[config.mk]
export PLATFORM = sky130hd
export DESIGN_NAME = ram_seq_ctrl
export DESIGN_NICKNAME = d
export VERILOG_FILES = /design/src/rtl/ram_seq_ctrl.sv
export SDC_FILE = /design/constraint.sdc
export NUM_CORES = 1
export LEC_CHECK = 0
export CORE_MARGIN = 4
export CORE_UTILIZATION = 53
export CTS_CLUSTER_DIAMETER = 200
export DETAILED_ROUTE_END_ITERATION = 12
export PLACE_DENSITY = 0.8
export SETUP_SLACK_MARGIN = 0.1
export SKIP_CTS_REPAIR_TIMING = 1
export SYNTH_ARGS = -nofsm -noshare
export SYNTH_HDL_FRONTEND = slang
export SYNTH_SLANG_ARGS = --single-unit
[constraint.sdc]
create_clock -name clk -period 2.4 [get_ports clk]
set_input_delay 0.36 -clock clk [delete_from_list [all_inputs] [get_ports clk]]
set_output_delay 0.36 -clock clk [all_outputs]
set_load 0.005 [all_outputs]
[src/rtl/ram_seq_ctrl.sv]
// ram_seq_ctrl: controller and arbiter for the single-port 32x5 LED sequence RAM.
// Three requesters share the one RAM port: a user write port, a bulk clear
// engine and a tick-paced playback reader that latches each word onto the LEDs.
// Arbitration in IDLE is fixed priority: clear > user write > playback tick.
//
// Ports:
//   clk, rst              system clock; asynchronous active-high reset
//   wr_req/wr_addr/wr_data user write request (held until wr_ack) and payload
//   wr_ack                one-cycle pulse during the RAM write cycle
//   clr_req               request to zero every RAM word
//   play_en               playback enable
//   busy                  high whenever the FSM is not in IDLE
//   play_addr             address of the next word to play
//   led_out               last word played
//   ram_addr/ram_data     RAM address and write data
//   ram_wren/ram_rden     RAM write / read strobes
//   ram_q                 RAM read data, valid the cycle after ram_rden
module ram_seq_ctrl #(
  parameter int ADDR_W   = 5,
  parameter int DATA_W   = 5,
  parameter int TICK_DIV = 25000000
) (
  input  logic              clk,
  input  logic              rst,
  input  logic              wr_req,
  input  logic [ADDR_W-1:0] wr_addr,
  input  logic [DATA_W-1:0] wr_data,
  output logic              wr_ack,
  input  logic              clr_req,
  input  logic              play_en,
  output logic              busy,
  output logic [ADDR_W-1:0] play_addr,
  output logic [DATA_W-1:0] led_out,
  output logic [ADDR_W-1:0] ram_addr,
  output logic [DATA_W-1:0] ram_data,
  output logic              ram_wren,
  output logic              ram_rden,
  input  logic [DATA_W-1:0] ram_q
);

  localparam int TW = (TICK_DIV > 1) ? $clog2(TICK_DIV) : 1;
  localparam logic [ADDR_W-1:0] LAST_ADDR = '1;
  localparam logic [TW-1:0]     TICK_MAX  = TW'(TICK_DIV - 1);

  typedef enum logic [2:0] {IDLE, WRITE, READ, READ_WAIT, CLEAR} state_t;

  state_t            state_q;
  logic [ADDR_W-1:0] clr_cnt_q;
  logic [ADDR_W-1:0] play_addr_q;
  logic [DATA_W-1:0] led_out_q;
  logic [TW-1:0]     tick_cnt_q, tick_cnt_d;
  logic              tick_pend_q;
  logic              tick_wrap;
  logic              wr_ack_q, busy_q, ram_wren_q, ram_rden_q;
  logic [ADDR_W-1:0] ram_addr_q;
  logic [DATA_W-1:0] ram_data_q;

  always_comb begin
    tick_wrap  = play_en && (tick_cnt_q == TICK_MAX);
    tick_cnt_d = tick_wrap ? '0 : tick_cnt_q + TW'(1);
  end

  // Tick generator: a wrap while a tick is already pending is simply dropped.
  // A wrap on the READ_WAIT cycle re-arms the pending flag instead of clearing it.
  always_ff @(posedge clk or posedge rst) begin
    if (rst) begin
      tick_cnt_q  <= '0;
      tick_pend_q <= 1'b0;
    end else if (!play_en) begin
      tick_cnt_q  <= '0;
      tick_pend_q <= 1'b0;
    end else begin
      tick_cnt_q <= tick_cnt_d;
      if (tick_wrap)
        tick_pend_q <= 1'b1;
      else if (state_q == READ_WAIT)
        tick_pend_q <= 1'b0;
    end
  end

  // RAM strobes are loaded together with the state they belong to, so every
  // ram_* output is a flop and the user write payload is captured in
  // ram_addr_q / ram_data_q on the IDLE->WRITE transition.
  always_ff @(posedge clk or posedge rst) begin
    if (rst) begin
      state_q     <= IDLE;
      clr_cnt_q   <= '0;
      play_addr_q <= '0;
      led_out_q   <= '0;
      wr_ack_q    <= 1'b0;
      busy_q      <= 1'b0;
      ram_wren_q  <= 1'b0;
      ram_rden_q  <= 1'b0;
      ram_addr_q  <= '0;
      ram_data_q  <= '0;
    end else begin
      wr_ack_q   <= 1'b0;
      ram_wren_q <= 1'b0;
      ram_rden_q <= 1'b0;
      case (state_q)
        IDLE: begin
          if (clr_req) begin
            state_q    <= CLEAR;
            clr_cnt_q  <= '0;
            ram_wren_q <= 1'b1;
            ram_addr_q <= '0;
            ram_data_q <= '0;
            busy_q     <= 1'b1;
          end else if (wr_req) begin
            state_q    <= WRITE;
            ram_wren_q <= 1'b1;
            ram_addr_q <= wr_addr;
            ram_data_q <= wr_data;
            wr_ack_q   <= 1'b1;
            busy_q     <= 1'b1;
          end else if (play_en && tick_pend_q) begin
            state_q    <= READ;
            ram_rden_q <= 1'b1;
            ram_addr_q <= play_addr_q;
            busy_q     <= 1'b1;
          end
        end
        WRITE: begin
          state_q <= IDLE;
          busy_q  <= 1'b0;
        end
        READ: begin
          state_q <= READ_WAIT;
        end
        READ_WAIT: begin
          led_out_q   <= ram_q;
          play_addr_q <= play_addr_q + 1'b1;
          state_q     <= IDLE;
          busy_q      <= 1'b0;
        end
        CLEAR: begin
          if (clr_cnt_q == LAST_ADDR) begin
            led_out_q   <= '0;
            play_addr_q <= '0;
            state_q     <= IDLE;
            busy_q      <= 1'b0;
          end else begin
            clr_cnt_q  <= clr_cnt_q + 1'b1;
            ram_wren_q <= 1'b1;
            ram_addr_q <= clr_cnt_q + 1'b1;
            ram_data_q <= '0;
          end
        end
        default: begin
          state_q <= IDLE;
          busy_q  <= 1'b0;
        end
      endcase
    end
  end

  assign wr_ack    = wr_ack_q;
  assign busy      = busy_q;
  assign play_addr = play_addr_q;
  assign led_out   = led_out_q;
  assign ram_addr  = ram_addr_q;
  assign ram_data  = ram_data_q;
  assign ram_wren  = ram_wren_q;
  assign ram_rden  = ram_rden_q;

endmodule

=== After elaboration in Yosys (flattened, before gate mapping) ===
Cells that the tools add are included.

* Memories kept: 0
* Register bits: 58
* Logic and storage cells: 77
* Output and inout bits: 24
* Memory bits (read-only): 0
* Bits in latches: 0
* Memory bits (writable): 0

* Shift operators: 0
* Reductions and logical operators: 11
* $mul: 0
* Equality and inequality tests: 11
* Magnitude comparators: 0
* Divide/modulo/power cells: 0
* $add $sub $neg: 3
* Muxes and demuxes: 39
* Bitwise operators: 1

{| class="wikitable"
|+ Operators by type and width
! kind !! number
|-
| $mux 25 || 2
|-
| $pmux 5 s2 || 5
|-
| $mux 5 || 9
|-
| $add 25x1->25 const B || 1
|-
| $eq 25x25->1 const B || 1
|-
| $mux 1 || 16
|-
| $mux 3 || 4
|-
| $reduce_and 3->1 || 4
|-
| $add 5x1->5 const B || 2
|-
| $pmux 3 s3 || 1
|-
| $eq 3x2->1 const B || 2
|-
| $ne 2x2->1 const B || 3
|-
| $eq 5x5->1 const B || 1
|-
| $ne 4x4->1 const B || 1
|-
| $reduce_and 2->1 || 2
|-
| $reduce_bool 2->1 || 2
|-
| $eq 3x3->1 const B || 1
|-
| $logic_not 3->1 || 1
|-
| $ne 3x1->1 const B || 1
|-
| $ne 3x3->1 const B || 1
|-
| $pmux 1 s3 || 1
|-
| $logic_and 1x1->1 || 2
|-
| $pmux 1 s2 || 1
|-
| $not 1->1 || 1
|}

=== Longest topological paths before layout ===
Gate-level depths: netlist of run 1.

* Depth after elaboration: 5
* Depth in mapped cells: 7
* Gate-level depth less buffers: 7

=== Worst setup path before layout of run 1 ===
No wires, ideal clock.

* Path kind: register to register
* From: reg clr_cnt_q[0]
* To: reg clr_cnt_q[0]
* Arrival: 1.854 ns
* Slack: 0.422 ns
* Clock period less this slack: 1.978 ns
* Library setup time: 0.125 ns
* Path buffers: 0
* Cell stages (with the launch flop): 7
* Cells stage by stage: dfrtp_1 ha_1 and3_1 ha_1 a211oi_1 o21ai_1 mux2_2

* Cells in the longest elaborated chain, start to end: 3

{| class="wikitable"
|+ RTL lines
! element !! RTL line !! RTL
|-
| start, declared || 48 || <nowiki>logic [ADDR_W-1:0] clr_cnt_q;</nowiki>
|-
| start signal, assigned || 143 || <nowiki>clr_cnt_q <= clr_cnt_q + 1'b1;</nowiki>
|-
| $add 5x1->5 or $eq 5x5->1 (tied branches) || 143, 137 ||
|-
| $mux 5 or $ne 2x2->1 (tied branches) || n/a ||
|-
| $pmux 5 s2 or $reduce_and 3->1 (tied branches) || n/a ||
|}

Parallel ways exist; a longest one is shown, timed or not. The select of a mux whose other input is x is not followed.
A chain may end at the register's enable or synchronous reset.

=== Worst setup path after layout of run 1 ===
* From: reg clr_cnt_q[0]
* To: reg ram_addr_q[0] (netlist: ram_addr[0])

* Cells in the longest elaborated chain, start to end: 3

{| class="wikitable"
|+ RTL lines
! element !! RTL line !! RTL
|-
| $add 5x1->5 or $eq 5x5->1 (tied branches) || 145, 137 ||
|-
| $mux 5 or $ne 2x2->1 (tied branches) || n/a ||
|-
| $pmux 5 s2 or $reduce_and 3->1 (tied branches) || n/a ||
|-
| end signal, assigned || 112 || <nowiki>ram_addr_q <= wr_addr;</nowiki>
|-
| end signal, assigned || 119 || <nowiki>ram_addr_q <= play_addr_q;</nowiki>
|-
| end signal, assigned || 145 || <nowiki>ram_addr_q <= clr_cnt_q + 1'b1;</nowiki>
|-
| end, declared || 55 || <nowiki>logic [ADDR_W-1:0] ram_addr_q;</nowiki>
|}

Parallel ways exist; a longest one is shown, timed or not. The select of a mux whose other input is x is not followed.

==> results of run 1 <==
[flip-flops by register name, indices dropped and copies added, names as in the netlist, 3 cells and up]
signal      cells
ram_data        5
state_q         3
tick_cnt_q     25
play_addr       5
led_out         5
ram_addr        5
clr_cnt_q       5
[final cells by class]
| class | count | area [µm²] |
|---|---|---|
| fillers | 403 | 1530 |
| clock buffers | 12 | 155 |
| clock inverters | 4 | 73.8 |
| flip-flops and latches | 58 | 1450 |
| repair buffers | 51 | 503 |
| multi-input cells | 188 | 1280 |
| inverters | 6 | 22.5 |
| well taps | 70 | 87.6 |
[per-layer routing]
metal	wire length (µm)	share of wire [%]
met3	233	4.0
met2	2670	46
met5	0	0
met1	2750	47
met4	150	2.6
[cell usage after synthesis, types with 3 or more instances]
library cell | n | share of area (%)
and2_1 | 3 | 0.67
ha_1 | 4 | 1.8
nand2_1 | 16 | 2.2
a21oi_1 | 8 | 1.4
xnor2_1 | 9 | 2.8
xor2_1 | 10 | 3.1
mux2_2 | 7 | 2.8
o31ai_1 | 6 | 1.6
mux2i_1 | 5 | 1.8
nor2_1 | 26 | 3.5
nand4_1 | 7 | 1.6
nand2b_1 | 3 | 0.67
a22o_1 | 11 | 3.4
dfrtp_1 | 58 | 52
nor4_1 | 6 | 1.3
clkbuf_1 | 6 | 0.81
inv_1 | 6 | 0.81
nand3_1 | 11 | 2.0
or4_1 | 3 | 0.81
o21ai_0 | 13 | 2.3
and3_1 | 6 | 1.3
or3_1 | 10 | 2.2
[kinds of logic after synthesis]
family,count (synthesis),synth area share [%]
xor+xnor,19,5.96
compound gates,49,12.5
buf+inv,15,2.46
simple gates,104,20.7
fa+ha+maj,4,1.79
flops,58,52.0
mux,12,4.61
[power by group through the flow]
stage	sequential (W)	combinational [W]	clock [W]
5_1_grt	0.00128	0.000769	0.00107
3_5_place_dp	0.00127	0.000694	0
4_1_cts	0.00126	0.000698	0.00103
2_1_floorplan	0.00125	0.000357	0
6_report	0.00126	0.000693	0.00101
3_3_place_gp	0.00127	0.000675	0
[per-stage QoR]
stage	setup WS [ps]	power, W
after floorplan	422	0.00161
after global placement	321	0.00195
after detailed placement	211	0.00196
after CTS	184	0.00299
after global routing	121	0.00313
final	227	0.00297
[worst register-to-register path: stages, from the launching register on]
cell and delay [ps]:
dfrtp_1 420, ha_1 260, and3_1 200, ha_1 240
a211oi_2 350, nand2b_1 250, mux2_2 340
[worst min-delay path by stage]
stage / start / cells past startpoint / end / slack [ps]
final: rst / 3 / tick_cnt_q[3] / 400
after global routing: rst / 3 / tick_cnt_q[0] / 430
after CTS: rst / 3 / led_out[2] / 400
after detailed placement: led_out[2] / 1 / led_out[2] / 480
after global placement: led_out[1] / 1 / led_out[1] / 480
after floorplan: clr_cnt_q[4] / 2 / clr_cnt_q[4] / 460
==> reports/metrics.cfg, run 1 <==
[setup_path]
cp_top_family=adder cells
arrival_ps=2390
reg2reg_slack_ps=230
critPathSlowestCell=dfrtp_1
start_kind=flip-flop
startpoint=clr_cnt_q[0]
path_class=reg2reg
crit_end=ram_addr[0]
r2r_end=ram_addr[0]
cp_max_fo=5
r2r_cells=6
path_buf_inv=0
crit_required_ps=2620
cp_common_cell=ha_1
r2r_start=clr_cnt_q[0]
crit_chain=ha_1 -> and3_1 -> ha_1 -> a211oi_2 -> nand2b_1 -> mux2_2
end_kind=flip-flop
worstSetupPathDepth=6
max_stage_delay_ps=420

[pwr]
p_switching_w=0.000769
power_density_nw_per_um2=831
power.share.switching_pct=25.9
p_leak_nw=1.53
p_clk_share_pct=34.1
vdd_drop_max_uv=638
p_int_w=0.00220
seqPwrFrac_pct=42.5
p_comb_share_pct=23.3

[layout]
area_growth_pct=28.0
stdcell_area_um2=3570
drive_above_1_share_pct=12.9
nets=338
fin_cells=389
antenna_cells=0
fin_util_pct=70.0
mostFrequentLayoutCell=dfrtp_1
mostFrequentLayoutCells=dfrtp_1, clkdlybuf4s50_1, nor2_1

[sta]
worst_slew_pin_slew_ps=537
rsz0062_at_grt=false
min_period_ps=2170
slew_violations=0
finalHoldWorstSlack_ps=399
max_slew_margin_pct=64.1
max_freq_mhz=460
hold_violations=0
setup_tns_ps=0
clock_skew_ps=5.71
setup_viol=0
finalCritPeriodShare_pct=90.5

[detailed_routing]
drt_pass1_iterations=4
antenna_left=0
wl_per_cell_um=14.9
wl_um=5800
via_per_inst=5.49
drcViolationCount=0
drtIter0Drc=141
vias=2135

[synthesis]
synth_cells=261
seq_area_frac_synth_pct=52.0
synth_ff_type=dfrtp_1
synth_edf_count=0
synthArstFlopShare_pct=100
ys_warn_count=0
syn_area_um2=2790
ys_ff_latch=58
synthDistinctLibCells=44
synth_nets=285
synth.avg_cell_area_um2=10.7

[place]
place_inst=373
gp_congestion=0.858
dpl_cell_area_um2=3340
portBuffers=43
hpwl_um=4010

[floorplan]
die_w_um=80.6
die_h_um=80.6
core_area_um2=5110
ios=44
die_area_um2=6490
start_util_pct=54.7
core.rowCount=26

[clocking]
clock_path_buffers=2
cts_tree=done
cts_buffers=9
numClockSinks=58
clk_latency_ps=330
htree_levels=3
clk_transition_reported_paths_ps=70
cts-root-buf=clkbuf_8

[global_routing]
top_usage_layer=met2
grtUsageMet2_pct=30.0
gr-total-overflow=0
grt_pass1_wl_um=9810
grt_max_degree=59
track_usage_pct=19.8
first_global_vias=2121
grt_antenna_before_repair=0
grtUsageMet1_pct=26.4
grtUsageMet3_pct=4.15

[min_path]
hp-class=in2async

[outcome]
outcome=complete, no violations

[flow_run]
cap_violations=0

Power figures use the tool's default switching activity.
==> run 2, diff against run 1 <==
Settings changed: CORE_UTILIZATION 53 to 55, CTS_BUF_LIST from default to sky130_fd_sc_hd__clkbuf_4, CTS_CLUSTER_DIAMETER 200 to default, PLACE_DENSITY 0.8 to 0.82.
==> reports/metrics.cfg, run 2 (synthesis results as in run 1) <==
[outcome]
outcome=complete, no violations

[clocking]
htree_levels=3  ; unchanged
cts_buffers=9  ; unchanged
numClockSinks=58  ; unchanged
clock_path_buffers=2  ; unchanged
cts-root-buf=clkbuf_4
clk_transition_reported_paths_ps=100  ; +30 ps
cts_tree=done
clk_latency_ps=400  ; +70 ps

[setup_path]
end_kind=flip-flop
reg2reg_slack_ps=230  ; about the same
r2r_start=clr_cnt_q[0]
crit_required_ps=2690  ; +70 ps
r2r_end=ram_addr[4]
startpoint=clr_cnt_q[0]
r2r_cells=6  ; unchanged
crit_end=ram_addr[4]
start_kind=flip-flop
path_class=reg2reg
cp_max_fo=5  ; unchanged
arrival_ps=2460  ; +70 ps

[sta]
clock_skew_ps=11.8  ; +6.13 ps
worst_slew_pin_slew_ps=454  ; -83.1 ps
slew_violations=0  ; unchanged
max_freq_mhz=462  ; +0.35%
min_period_ps=2170  ; -7.50 ps
finalCritPeriodShare_pct=90.2  ; -0.31 points
postLayoutSetupSlackWorst_ps=235  ; +7.50 ps
setup_tns_ps=0  ; unchanged
hold_violations=0  ; unchanged
max_slew_margin_pct=69.6  ; +5.5 points
setup_viol=0  ; unchanged
rsz0062_at_grt=false

[place]
hpwl_um=4020  ; +0.26%
dpl_worst_slack_ps=144  ; -67.0 ps
portBuffers=43  ; unchanged
gp_congestion=0.823  ; -4.0%

[detailed_routing]
drtIter0Drc=98  ; -30%
drt_pass1_iterations=4  ; unchanged
drcViolationCount=0  ; unchanged
wl_per_cell_um=14.9  ; about the same
wl_um=5710  ; -1.6%
vias=2203  ; +3.2%
via_per_inst=5.75  ; +4.8%
antenna_left=0  ; unchanged

[floorplan]
core_area_um2=4820  ; -5.7%
die_area_um2=6280  ; -3.3%
ios=44  ; unchanged
start_util_pct=58.0  ; +3.3 points
die_h_um=79.3  ; -1.7%
core.rowCount=25  ; -3.8%
die_w_um=79.3  ; -1.7%

[layout]
mostFrequentLayoutCell=dfrtp_1
nets=337  ; -0.30%
largest_reg_flops=25  ; unchanged
area_growth_pct=23.5
drive_above_1_share_pct=11.7  ; -1.1 points
mostFrequentLayoutCells=dfrtp_1, clkdlybuf4s50_1, nor2_1
antenna_cells=0  ; unchanged
fillers=360  ; -11%
top_register=tick_cnt_q

[flow_run]
cap_violations=0  ; unchanged

[global_routing]
grt_max_degree=59  ; unchanged
grt_antenna_before_repair=0  ; unchanged
track_usage_pct=20.3  ; +0.50 points
grt_pass1_wl_um=9760  ; -0.56%
first_global_vias=2116  ; -0.24%
gr-total-overflow=0  ; unchanged

[pwr]
p_leak_nw=1.47  ; -3.6%
power_density_nw_per_um2=753  ; -9.3%
vdd_drop_max_uv=531  ; -17%

[min_path]
hp-class=in2async

[run 2: per-stage QoR]
step | cells | instance area [µm²] | util, % | hold slack [ps] | total power [W]
6_report | 383 | 3450 | 71.6 | 324 | 0.00260
3_5_place_dp | 369 | 3330 | 69.0 | 483 | 0.00197
4_1_cts | 383 | 3440 | 71.4 | 314 | 0.00263
5_1_grt | 383 | 3450 | 71.6 | 333 | 0.00276
3_3_place_gp | 369 | 3330 | 69.0 | 482 | 0.00194
2_1_floorplan | 261 | 2790 | - | 456 | 0.00161
[run 2: area by class of cell]
class	instances	area, µm²	area share, %
well taps	67	83.8	2.43
inverters	6	22.5	0.653
repair buffers	50	495	14.4
clock buffers	9	67.6	1.96
multi-input cells	188	1280	37.1
clock inverters	5	47.5	1.38
flip-flops and latches	58	1450	42.1
[run 2: critical path, stage by stage, from the launching register on]
cell,delay (ps)
dfrtp_1,420
ha_1,260
and3_1,200
ha_1,240
a211oi_2,350
nand2b_1,250
mux2_2,330
[run 2: worst min path at each step]
stage                      start           end  slack [ps]
detailed placement    led_out[4]    led_out[4]         480
global route                 rst    led_out[4]         330
floorplan           clr_cnt_q[4]  clr_cnt_q[4]         460
CTS                          rst    led_out[4]         310
global placement    clr_cnt_q[4]  clr_cnt_q[4]         480
finish                       rst    led_out[4]         320
[run 2: metal layers]
layer / part of all wire (%) / vias up / GRT usage [%]
met5: 0 / - / 0
met4: 1.2 / 0 / 7.56
met3: 5.6 / 5 / 8.73
met2: 46 / 59 / 30.1
met1: 47 / 1080 / 26.4
li1: - / 1059 / -
[run 2: power by group]
| part | leakage, nW | switching, W | internal [W] |
|---|---|---|---|
| Combinational | 0.645 | 0.000277 | 0.000423 |
| Sequential | 0.763 | 0.000124 | 0.00113 |
| Clock | 0.0665 | 0.000345 | 0.000296 |
==> run 3, diff against run 2 <==
Settings changed: SETUP_SLACK_MARGIN 0.1 to default.
==> results of run 3 <==
Final layout, timing and power as in run 2 (identical DEF).
